`config.mk`:
```
export PLATFORM = sky130hd
export DESIGN_NAME = pipeline_ctrl
export DESIGN_NICKNAME = d
export VERILOG_FILES = /design/src/rtl/pipeline_ctrl.sv
export SDC_FILE = /design/constraint.sdc
export NUM_CORES = 1
export LEC_CHECK = 0
export ABC_AREA = 1
export CAP_MARGIN = 40
export CORE_MARGIN = 5
export CORE_UTILIZATION = 49
export CTS_CLUSTER_DIAMETER = 80
export DETAILED_ROUTE_END_ITERATION = 16
export HOLD_SLACK_MARGIN = 0.05
export PLACE_DENSITY = 0.8
export SYNTH_ARGS = -nofsm -noshare
export SYNTH_HDL_FRONTEND = slang
export SYNTH_SLANG_ARGS = --single-unit
```
`constraint.sdc`:
```
create_clock -name clk -period 1.8 [get_ports clk]
set_clock_uncertainty 0.1 [all_clocks]
set_input_delay 0.36 -clock clk [delete_from_list [all_inputs] [get_ports clk]]
set_output_delay 0.36 -clock clk [all_outputs]
set_load 0.005 [all_outputs]
```
`src/rtl/pipeline_ctrl.sv`:
```
// rtl/pipeline_ctrl.sv - stall/flush scheduler for the five-stage pipeline
// Handles load-use hazards, Execute redirects, memory-wait freeze, watchdog and event counters.
module pipeline_ctrl #(
  parameter int REG_AW  = 5,
  parameter int TIMEOUT = 16,
  parameter int CNT_W   = 16
) (
  input  logic              clk,
  input  logic              rst_n,
  input  logic [REG_AW-1:0] Rs1D,
  input  logic [REG_AW-1:0] Rs2D,
  input  logic [REG_AW-1:0] RdE,
  input  logic              RegWriteE,
  input  logic              ResultSrcE0,
  input  logic              PCSrcE,
  input  logic              MemReqM,
  input  logic              MemReadyM,
  output logic              StallF,
  output logic              StallD,
  output logic              StallE,
  output logic              StallM,
  output logic              FlushD,
  output logic              FlushE,
  output logic              FlushW,
  output logic              MemErr,
  output logic [CNT_W-1:0]  StallCount,
  output logic [CNT_W-1:0]  RedirectCount
);

  localparam int WW = $clog2(TIMEOUT + 1);

  typedef enum logic [1:0] {
    RUN      = 2'd0,
    MEM_WAIT = 2'd1,
    ERROR    = 2'd2
  } state_t;

  state_t           state_q, state_d;
  logic [WW-1:0]    wait_q, wait_d;
  logic             err_q, err_d;
  logic [CNT_W-1:0] stall_cnt_q, stall_cnt_d;
  logic [CNT_W-1:0] redir_cnt_q, redir_cnt_d;

  logic memwait;
  logic loaduse;
  logic redirect;

  assign memwait = MemReqM & ~MemReadyM;
  assign loaduse = ResultSrcE0 & RegWriteE & (RdE != '0) &
                   ((RdE == Rs1D) | (RdE == Rs2D));

  // Priority: reset, error, memory freeze, redirect, load-use.
  always_comb begin
    StallF   = 1'b0;
    StallD   = 1'b0;
    StallE   = 1'b0;
    StallM   = 1'b0;
    FlushD   = 1'b0;
    FlushE   = 1'b0;
    FlushW   = 1'b0;
    redirect = 1'b0;
    if (!rst_n) begin
      FlushD = 1'b1;
      FlushE = 1'b1;
      FlushW = 1'b1;
    end else if (state_q == ERROR || memwait) begin
      StallF = 1'b1;
      StallD = 1'b1;
      StallE = 1'b1;
      StallM = 1'b1;
      FlushW = 1'b1;
    end else if (PCSrcE) begin
      FlushD   = 1'b1;
      FlushE   = 1'b1;
      redirect = 1'b1;
    end else if (loaduse) begin
      StallF = 1'b1;
      StallD = 1'b1;
      FlushE = 1'b1;
    end
  end

  always_comb begin
    state_d = state_q;
    wait_d  = '0;
    err_d   = err_q;
    case (state_q)
      RUN: begin
        if (memwait) begin
          state_d = MEM_WAIT;
          wait_d  = WW'(1);
        end
      end
      MEM_WAIT: begin
        if (memwait) begin
          // The cycle with wait_q == TIMEOUT-1 is the TIMEOUT-th stalled cycle.
          if (wait_q == WW'(TIMEOUT - 1)) begin
            state_d = ERROR;
            err_d   = 1'b1;
          end else begin
            wait_d = wait_q + WW'(1);
          end
        end else begin
          state_d = RUN;
        end
      end
      ERROR: begin
        state_d = ERROR;
      end
      default: begin
        state_d = RUN;
      end
    endcase
  end

  always_comb begin
    stall_cnt_d = stall_cnt_q;
    redir_cnt_d = redir_cnt_q;
    if (StallF && (stall_cnt_q != '1)) stall_cnt_d = stall_cnt_q + CNT_W'(1);
    if (redirect && (redir_cnt_q != '1)) redir_cnt_d = redir_cnt_q + CNT_W'(1);
  end

  always_ff @(posedge clk or negedge rst_n) begin
    if (!rst_n) begin
      state_q     <= RUN;
      wait_q      <= '0;
      err_q       <= 1'b0;
      stall_cnt_q <= '0;
      redir_cnt_q <= '0;
    end else begin
      state_q     <= state_d;
      wait_q      <= wait_d;
      err_q       <= err_d;
      stall_cnt_q <= stall_cnt_d;
      redir_cnt_q <= redir_cnt_d;
    end
  end

  assign MemErr        = err_q;
  assign StallCount    = stall_cnt_q;
  assign RedirectCount = redir_cnt_q;

endmodule

```
# Word-level counts from Yosys, hierarchy flattened
# Index checks and enable logic that the tools add are counted.
# word_totals
register_bits,40
romBits,0
input_bits,22
latchBits,0
elab_cells,52
ram_bits,0
output_inout_bits,40
mem_count,0
# op_classes
n_bitwise,6
n_mul,0
n_lt_le_gt_ge,0
n_mux,22
n_reduce_logical,7
shifts,0
n_div,0
eq_ne,9
addsub,3
# ops
cell,n
"16-bit by 1-bit adder with 16-bit output, second input constant",2
"16-bit inequality test, second input constant",2
1-bit 2-to-1 mux,15
5-bit equality test,2
5-bit 2-to-1 mux,2
5-bit case mux with 2 select lines,1
2-bit 2-to-1 mux,3
2-bit case mux with 3 select lines,1
"5-bit by 1-bit adder with 5-bit output, second input constant",1
"5-bit by 4-bit equality test with 1-bit output, second input constant",1
5-bit nonzero test,1
1-bit bitwise AND,4
"3-bit inequality test, second input constant",1
3-bit AND reduction,1
"2-bit by 1-bit equality test with 1-bit output, second input constant",1
"2-bit equality test, second input constant",1
1-bit logical AND,2
2-bit logical NOT,1
"2-bit inequality test, second input constant",1
2-bit AND reduction,1
1-bit logical OR,1
1-bit NOT,1
1-bit bitwise OR,1

# Depth between registers and ports, before layout
# Gate-level depths: netlist (run 1).
# logic_depth
word_depth,8
ltp_mapped,12
ltp_nobuf,11

# Least setup slack after synthesis (run 1)
# No wires, ideal clock.
# synth_timing
kind,reg2out
start,reg state_q[0]
end,out FlushE
path_slack_ns,0.202
t_arrival_ns,1.138
t_required_ns,1.340
stages_incl_launch_ff,10
path_buffers,1
path_cell_list,dfrtp_1 > inv_1 > nand2_2 > nand2_2 > inv_4 > nand2_4 > nand2_1 > inv_2 > buf_2 > o21ai_0
# synth_via
elab_chain_cells,4
# synth_lines
item,line,rtl
start: declaration,38,"state_t state_q, state_d;"
start signal: assignment,131,state_q <= state_d;
2-bit equality test,66,end else if (state_q == ERROR || memwait) begin
1-bit logical OR,66,
1-bit 2-to-1 mux,66,
1-bit 2-to-1 mux,62,if (!rst_n) begin
end: declaration,23,"output logic FlushE,"
# Every way passes these cells.

# Final worst setup path (run 1)
# layout_timing
start,reg state_q[0]
end,out StallF
# layout_via
elab_chain_cells,4
# layout_lines
item,line,rtl
2-bit equality test,66,
1-bit logical OR,66,
1-bit 2-to-1 mux,66,
1-bit 2-to-1 mux,62,
end: declaration,18,"output logic StallF,"
# Every way passes these cells.

==> results.txt, run 1 <==
The power per unit of standard cell area is 611 nW/um^2. The clock insertion delay at the later pin of the skew report is 0.30 ns. The parity-gate share of the synthesized area counting xor and xnor cells came out at 9.28%.

The mux contribution to synthesized area is 0%. Summing the areas of all compound-gate instances in the mapped netlist gives 1.94% of the synthesized area. For this run, design rule violations remaining after detail routing come to 0. The synthesis warning total is 0. The number of detailed-route iterations in the first pass is 4. The final net count is 448. CTS placed an instance of clkbuf_8 at the clock tree root. The congestion estimate from routability-driven global placement came to 0.805.

The area share of fa/ha/maj cells after synthesis came out at 1.53%. The checks that failed: setup timing. For this run, the share of the core covered by cells in the final layout is 74.1%. Summed over all nets, the switching power comes to 0.000592 W. Setup repair after global routing could not meet its margin everywhere. The core region is 4790 sq um.

The number of hold violations in the final report was 0. Counting every net in the synthesized netlist gives 351. STA classifies the critical path endpoint as an output pin. The final wirelength is 6.45 mm. The fraction of registers with async set or reset after synthesis came out at 100%. The highest net fanout along the worst path is 3. Across the run, the number of max-cap violations was 0. After filler insertion, the fill cell instance count of the layout stands at 354. The number of buffers on the longest clock path is 2. Entering global routing, the biggest net connects 24 pins. The internal power summed over all cells is 0.00157 W. The fraction of power consumed by sequential logic is 47.8%.

The number of standard cells in the layout, taps in and fillers out is 491. The number of instances in the placed design is 471. The HPWL reported at the end of detailed placement came out at 4.66 mm. The floorplan step set the die width to 80.8 um.

The placement-stage worst setup slack came out at -0.844 ns. Combinational cells account for 17.6% of the total power. The flow ran to the end, but the final reports show violations. The number of synthesized flops with an enable pin is 0.

The count of buffers added on input and output ports is 61. The area of the die is 6520 sq um. STA classifies the critical path startpoint as a register. The die boundary height came out at 80.8 um.

The class of the most critical setup path is reg2out. The total clock buffers created by CTS came out at 5. Setup violations remaining at the end of the flow were counted as 4. The tightest slew margin relative to the limit is 77.0%. The clock transition at the registers of the reported paths is 0.08 ns.

The total vias in the final route came out at 2,424. The number of diodes is 0. The first-pass GRT wire length is 10.8 mm. The clock power share is 34.6%.

In the routed layout, each cell is associated on average with a via count of 4.94. Once detail routing completed, the nets flagged for antenna violations numbered 0. In the final routed layout, each cell accounts on average for 13.1 um. The combined global-route utilization of all metal layers came out at 21.2%. Of the total synthesized cell area, the portion taken by AND, OR, NAND and NOR gates is 37.3%. The max-slew violation count is 0. The violation count after the first detailed-route iteration came out at 62. The proportion of layout cells with a drive suffix above 1 came out at 25.2%.

The clock tree synthesis step divided the H-tree into 2 levels. The cell area after synthesis is 2450 sq um. The minimum clock period is 1.82 ns.

The number of global-route vias before repair was 2,391. The leakage power of the design came out at 1.76 nW. The growth of design area from synthesis to finish came out at 44.6%.

By area, the combinational part of the netlist is dominated by simple AND/OR/NAND/NOR gates. The arrival time reported for the critical path endpoint came out at 1.36 ns. The gate count after technology mapping is 326. The post-synthesis register bit count is 40.

The transition time at the pin with the least slew margin came out at 0.343 ns. The period utilization came out at 101%. In this run the worst hold path is classified as in2async.

The worst path required time is 1.34 ns. The TritonCTS sink count is 40. The initial utilization of the core area, before any placement, comes to 51.3%. In this run the mean area of a mapped cell was 7.53 sq um. The most used flip-flop cell after synthesis is dfrtp_1. The I/O pin total came out at 62. The TritonCTS clock tree is yes. The maximum frequency from static timing analysis came out at 549 MHz. The final global-route overflow total is 0. The final setup slack of the worst path came out at -0.0220 ns. The number of distinct standard cells referenced by the synthesized netlist is 26. The number of rows created at floorplan came out at 25. Net switching is 27.3% of the power.

The initial antenna violation count is 0. Sequential elements use 40.8% of the synthesized area. The maximum resistive drop on vdd came out at 387 uV.
-- cell type report --
class / count / area (sq um) / share of cell area (%)
tap: 67 / 83.8 / 2.36
multi-input combinational: 236 / 1330 / 37.5
sequential: 40 / 1010 / 28.5
inverter: 41 / 156 / 4.41
clock inverter: 3 / 42.5 / 1.20
clock buffer: 5 / 68.8 / 1.94
timing repair buffer: 99 / 856 / 24.1
-- power groups by stage --
stage | registers [W] | logic [W] | clock network, W
global placement | 0.00103 | 0.000376 | 0
global route | 0.00104 | 0.000427 | 0.000806
floorplan | 0.00103 | 0.000155 | 0
finish | 0.00103 | 0.000382 | 0.000749
CTS | 0.00102 | 0.000377 | 0.000759
detailed placement | 0.00103 | 0.000388 | 0
-- registers in the layout, indices dropped and copies added (netlist names) --
| register | cells |
|---|---|
| RedirectCount | 16 |
| StallCount | 16 |
| wait_q | 5 |
| state_q | 2 |
| MemErr | 1 |
-- metal layers --
layer	routed length (um)	GRT usage [%]
met5	0	0
met4	102	6.93
met3	301	3.99
met2	3290	37.1
met1	2750	26.3
-- through the flow --
step | hold WS [ns] | setup TNS, ns | power [W] | instance area, sq um
after global routing | 0.104 | -0.586 | 0.00228 | 3550
after global placement | 0.250 | -13.34 | 0.00140 | 3300
final | 0.0808 | -0.0522 | 0.00217 | 3550
after floorplan | -0.0356 | 0 | 0.00119 | 2450
after CTS | 0.0560 | -0.0289 | 0.00215 | 3420
after detailed placement | 0.242 | -15.79 | 0.00142 | 3300
-- cells in the mapped netlist (3+ instances only) --
cell | count | area [sq um]
inv_1 | 37 | 139
xor2_1 | 15 | 131
nand2_1 | 103 | 387
nor2_2 | 4 | 25.0
inv_2 | 3 | 11.3
ha_1 | 3 | 37.5
buf_4 | 4 | 30.0
xnor2_1 | 11 | 96.3
nor2_1 | 32 | 120
buf_2 | 3 | 15.0
nand3_1 | 18 | 90.1
nor3_1 | 7 | 35.0
o21ai_0 | 6 | 30.0
nand3_2 | 3 | 30.0
nand2_2 | 4 | 25.0
nand4_1 | 21 | 131
dfrtp_1 | 40 | 1000
-- timing repair --
item                                    4_1_cts  5_1_grt
hold buffers                                  2        0
gates resized for setup                      80       35
pin swaps                                    21       13
endpoints found under the setup margin       23       40
endpoints found under the hold margin        17        0
setup buffers                                 4        6
-- worst max-delay path: stages, from the launching register on --
cell and delay (ns):
dfrtp_1 0.40, inv_2 0.08, nand2_4 0.06, nand2_4 0.09, inv_4 0.05, buf_6 0.12, a21oi_4 0.14, buf_2 0.13
-- worst paths after layout --
check | startpoint | to | slack, ns | depth (start not counted)
max | state_q[0] | StallF | -0.02 | 7
min | rst_n | StallCount[5] | 0.08 | 2
max reg2reg | state_q[1] | RedirectCount[4] | 0.02 | 11
min in group clk | MemErr | MemErr | 0.38 | 2
min reg2reg | MemErr | MemErr | 0.38 | 2
max in group asynchronous | rst_n | RedirectCount[11] | 0.82 | 3
-- kinds of logic after synthesis --
| logic type | count (synthesis) |
|---|---|
| flops | 40 |
| buf+inv | 50 |
| xor+xnor | 26 |
| fa+ha+maj | 3 |
| compound gates | 9 |
| simple gates | 198 |
-- placed cells by master, fill, tap and decap left out, drive strengths merged --
cell type      netlist  final
a21oi                2      2
buf                  9     48
bufinv               0      1
clkbuf               0     10
clkdlybuf4s15        0      3
clkdlybuf4s50        0     35
clkinv               0      1
clkinvlp             0      1
dfrtp               40     40
dlygate4sd2          0      5
dlygate4sd3          0      2
dlymetal6s2s         0      1
ha                   3      3
inv                 41     41
nand2              108    108
nand3               21     21
nand4               22     22
nor2                38     38
nor3                 8      8
nor3b                1      1
o21ai                6      6
o31ai                1      1
xnor2               11     11
xor2                15     15
No activity file was read; power rests on OpenSTA's default activity.
==> inputs of run 2 (changes only) <==
--- a/config.mk
+++ b/config.mk
@@ -8,11 +8,11 @@
 export ABC_AREA = 1
 export CAP_MARGIN = 40
 export CORE_MARGIN = 5
-export CORE_UTILIZATION = 49
+export CORE_UTILIZATION = 53
 export CTS_CLUSTER_DIAMETER = 80
 export DETAILED_ROUTE_END_ITERATION = 16
 export HOLD_SLACK_MARGIN = 0.05
-export PLACE_DENSITY = 0.8
+export PLACE_DENSITY = 0.85
 export SYNTH_ARGS = -nofsm -noshare
 export SYNTH_HDL_FRONTEND = slang
 export SYNTH_SLANG_ARGS = --single-unit
==> constraint.sdc (replaced) <==
create_clock -name clk -period 2.2 [get_ports clk]
set_clock_uncertainty 0.1 [all_clocks]
set_input_delay 0.44 -clock clk [delete_from_list [all_inputs] [get_ports clk]]
set_output_delay 0.44 -clock clk [all_outputs]
set_load 0.005 [all_outputs]
==> results.txt, run 2 (synthesized netlist as in run 1, its figures left out) <==
The class of the most critical setup path is in2out (was reg2out). The setup slack of the worst register-to-register path is 0.38 ns (was 0.02 ns). The combined global-route utilization of all metal layers came out at 20.3% (was 21.2%).

The placement-stage worst setup slack is -0.562 ns (was -0.844 ns). The antenna violation net count after detailed routing was 0 (unchanged). The I/O pin total came out at 62 (unchanged). The deepest level of the CTS H-tree is 2 (unchanged). The most common cell after layout, fill and taps aside is nand2_1 (unchanged). The TritonCTS sink count came to 40 (unchanged). The placeable core region is 4410 sq um (was 4790 sq um). The transition time at the pin with the least slew margin is 0.311 ns (was 0.343 ns).

The HPWL reported at the end of detailed placement came out at 4.48 mm (was 4.66 mm). The final net count is 427 (was 448). The path category of the worst min-delay check was in2async (unchanged). The minimum clock period is 2.11 ns.

The count of fill cells added during filler insertion came to 357 (was 354). The maximum resistive drop on vdd came out at 387 uV (about the same). The first-pass GRT wire length came to 10.2 mm (was 10.8 mm). The startpoint class of the critical path is an input pin (was register). The final setup slack of the worst path is 0.0853 ns (was -0.0220 ns). The count of port buffers added during placement is 61 (unchanged). The die span in x came out at 78.0 um (was 80.8 um). The violation count after the first detailed-route iteration came out at 123 (was 62). The clock insertion delay at the later pin of the skew report came out at 0.29 ns (was 0.30 ns).

The initial antenna violation count came out at 0 (unchanged). The power per unit of standard cell area is 489 nW/um^2 (was 611 nW/um^2). The buffer type at the clock tree root is clkbuf_8 (unchanged). The number of detailed-route iterations in the first pass came out at 4 (unchanged). The via count normalized by instance count is 5.07 (was 4.94). The maximum number of pins on one net before global-route repair is 22 (was 24). The final wirelength was 5.80 mm (was 6.45 mm). The TritonCTS clock tree is yes (unchanged). The number of rows created at floorplan is 24 (was 25). The max-slew violation count is 0 (unchanged). The period utilization is 96.1%.

The number of diodes came out at 0 (unchanged). The maximum frequency from static timing analysis is 473 MHz. The average wire per standard cell is 12.8 um (was 13.1 um). The number of instances in the placed design came to 445 (was 471). The hold slack came out at 0.128 ns (was 0.0808 ns).

The clock transition at the registers of the reported paths came to 0.07 ns (was 0.08 ns). The final global-route overflow total came out at 0 (unchanged). The type of destination of the critical path is an output pin (unchanged).

The placer's final routability congestion estimate came to 0.814 (was 0.805). The max-cap check violation count came out at 0 (unchanged). The initial cell density of the core is 55.6% (was 51.3%). The worst flop-to-flop path startpoint is StallCount[0] (was state_q[1]). The number of setup violations in the final report is 0 (was 4). The area of the die came out at 6090 sq um (was 6520 sq um). The leakage power of the design is 1.65 nW (was 1.76 nW). The die boundary height came to 78.0 um (was 80.8 um).

The total vias in the final route came to 2,303 (was 2,424). The number of global-route vias before repair was 2,342 (was 2,391). The worst path required time was 1.66 ns (was 1.34 ns). The depth of the most critical reg-to-reg path is 7 (was 11). The proportion of layout cells with a drive suffix above 1 came out at 12.7% (was 25.2%). The highest net fanout along the worst path came out at 4 (was 3).

The tightest slew margin relative to the limit came out at 79.1% (was 77.0%). The growth of design area from synthesis to finish came out at 32.9% (was 44.6%). The arrival time reported for the critical path endpoint is 1.57 ns (was 1.36 ns). The number of hold violations in the final report came out at 0 (unchanged). The number of standard cells in the layout, taps in and fillers out came out at 454 (was 491). The total clock buffers created by CTS was 5 (unchanged). The reg-to-reg endpoint is StallCount[8] (was RedirectCount[4]). Unrepaired setup endpoints after global routing: false (was true).

Outcome: finished, final reports clean (was finished, violations left). Highest-count cells in the layout ignoring fill and taps: nand2_1, dfrtp_1, clkdlybuf4s50_1, inv_1, nor2_1 (was nand2_1, clkdlybuf4s50_1, inv_1, dfrtp_1, buf_4). The number of buffers on the longest clock path is 2 (unchanged). The count of unresolved DRC violations after routing is 0 (unchanged).
## run 2: worst max-delay path: stages
cell,delay (ns)
clkdlybuf4s50_1,0.47
nand2_2,0.07
nand2_2,0.08
inv_4,0.05
buf_4,0.13
nor2_2,0.11
clkdlybuf4s15_1,0.23
## run 2: worst max-delay path by stage
stage | from | end | slack (ns) | cells after the start
6_report | MemReqM | StallE | 0.09 | 7
5_1_grt | MemReadyM | FlushW | 0.007 | 8
4_1_cts | Rs2D[3] | StallD | 0.002 | 10
3_5_place_dp | RdE[1] | StallD | -0.56 | 10
3_3_place_gp | RdE[1] | StallF | -0.47 | 10
2_1_floorplan | RdE[3] | StallF | 0.47 | 9
## run 2: per-layer routing
| metal | global-route usage, % | wire length, um | vias up |
|---|---|---|---|
| li1 | - | - | 1175 |
| met1 | 24.8 | 2470 | 1059 |
| met2 | 35.0 | 2920 | 60 |
| met3 | 4.46 | 319 | 9 |
| met4 | 7.77 | 91 | 0 |
| met5 | 0 | 0 | - |
## run 2: stage by stage
stage                     total power, W  instance area, sq um  util, %  TNS (ns)
after floorplan                 0.000970                  2450        -         0
after global placement           0.00114                  3170     71.8     -2.69
after detailed placement         0.00116                  3170     71.8     -4.22
after CTS                        0.00161                  3230     73.2         0
after global routing             0.00169                  3260     73.9         0
final                            0.00159                  3260     73.9         0
## run 2: cell type report
cell class              instances  area (sq um)  share of cell area (%)
clock buffers                   6          72.6                    2.23
inverters                      41           156                    4.80
repair buffers                 78           713                    21.9
well taps                      52          65.1                    2.00
clock inverters                 1          5.00                   0.153
multi-input cells             236          1250                    38.3
flip-flops and latches         40          1000                    30.7
## run 2: what timing repair did
action | CTS | global route
pin swaps | 6 | 6
setup endpoints to repair | 7 | 7
gates resized for setup | 30 | 10
hold buffers | 1 | 0
gates cloned | 0 | 0
endpoints found under the hold margin | 7 | 0
setup buffers | 0 | 1
## run 2: power breakdown
| part | switching, W | total, W | leakage, nW | internal (W) |
|---|---|---|---|---|
| Sequential | 0.0000654 | 0.000839 | 0.537 | 0.000773 |
| Clock | 0.000247 | 0.000463 | 0.0410 | 0.000216 |
| Combinational | 0.000127 | 0.000291 | 1.07 | 0.000164 |
| Total | 0.000440 | 0.00159 | 1.65 | 0.00115 |
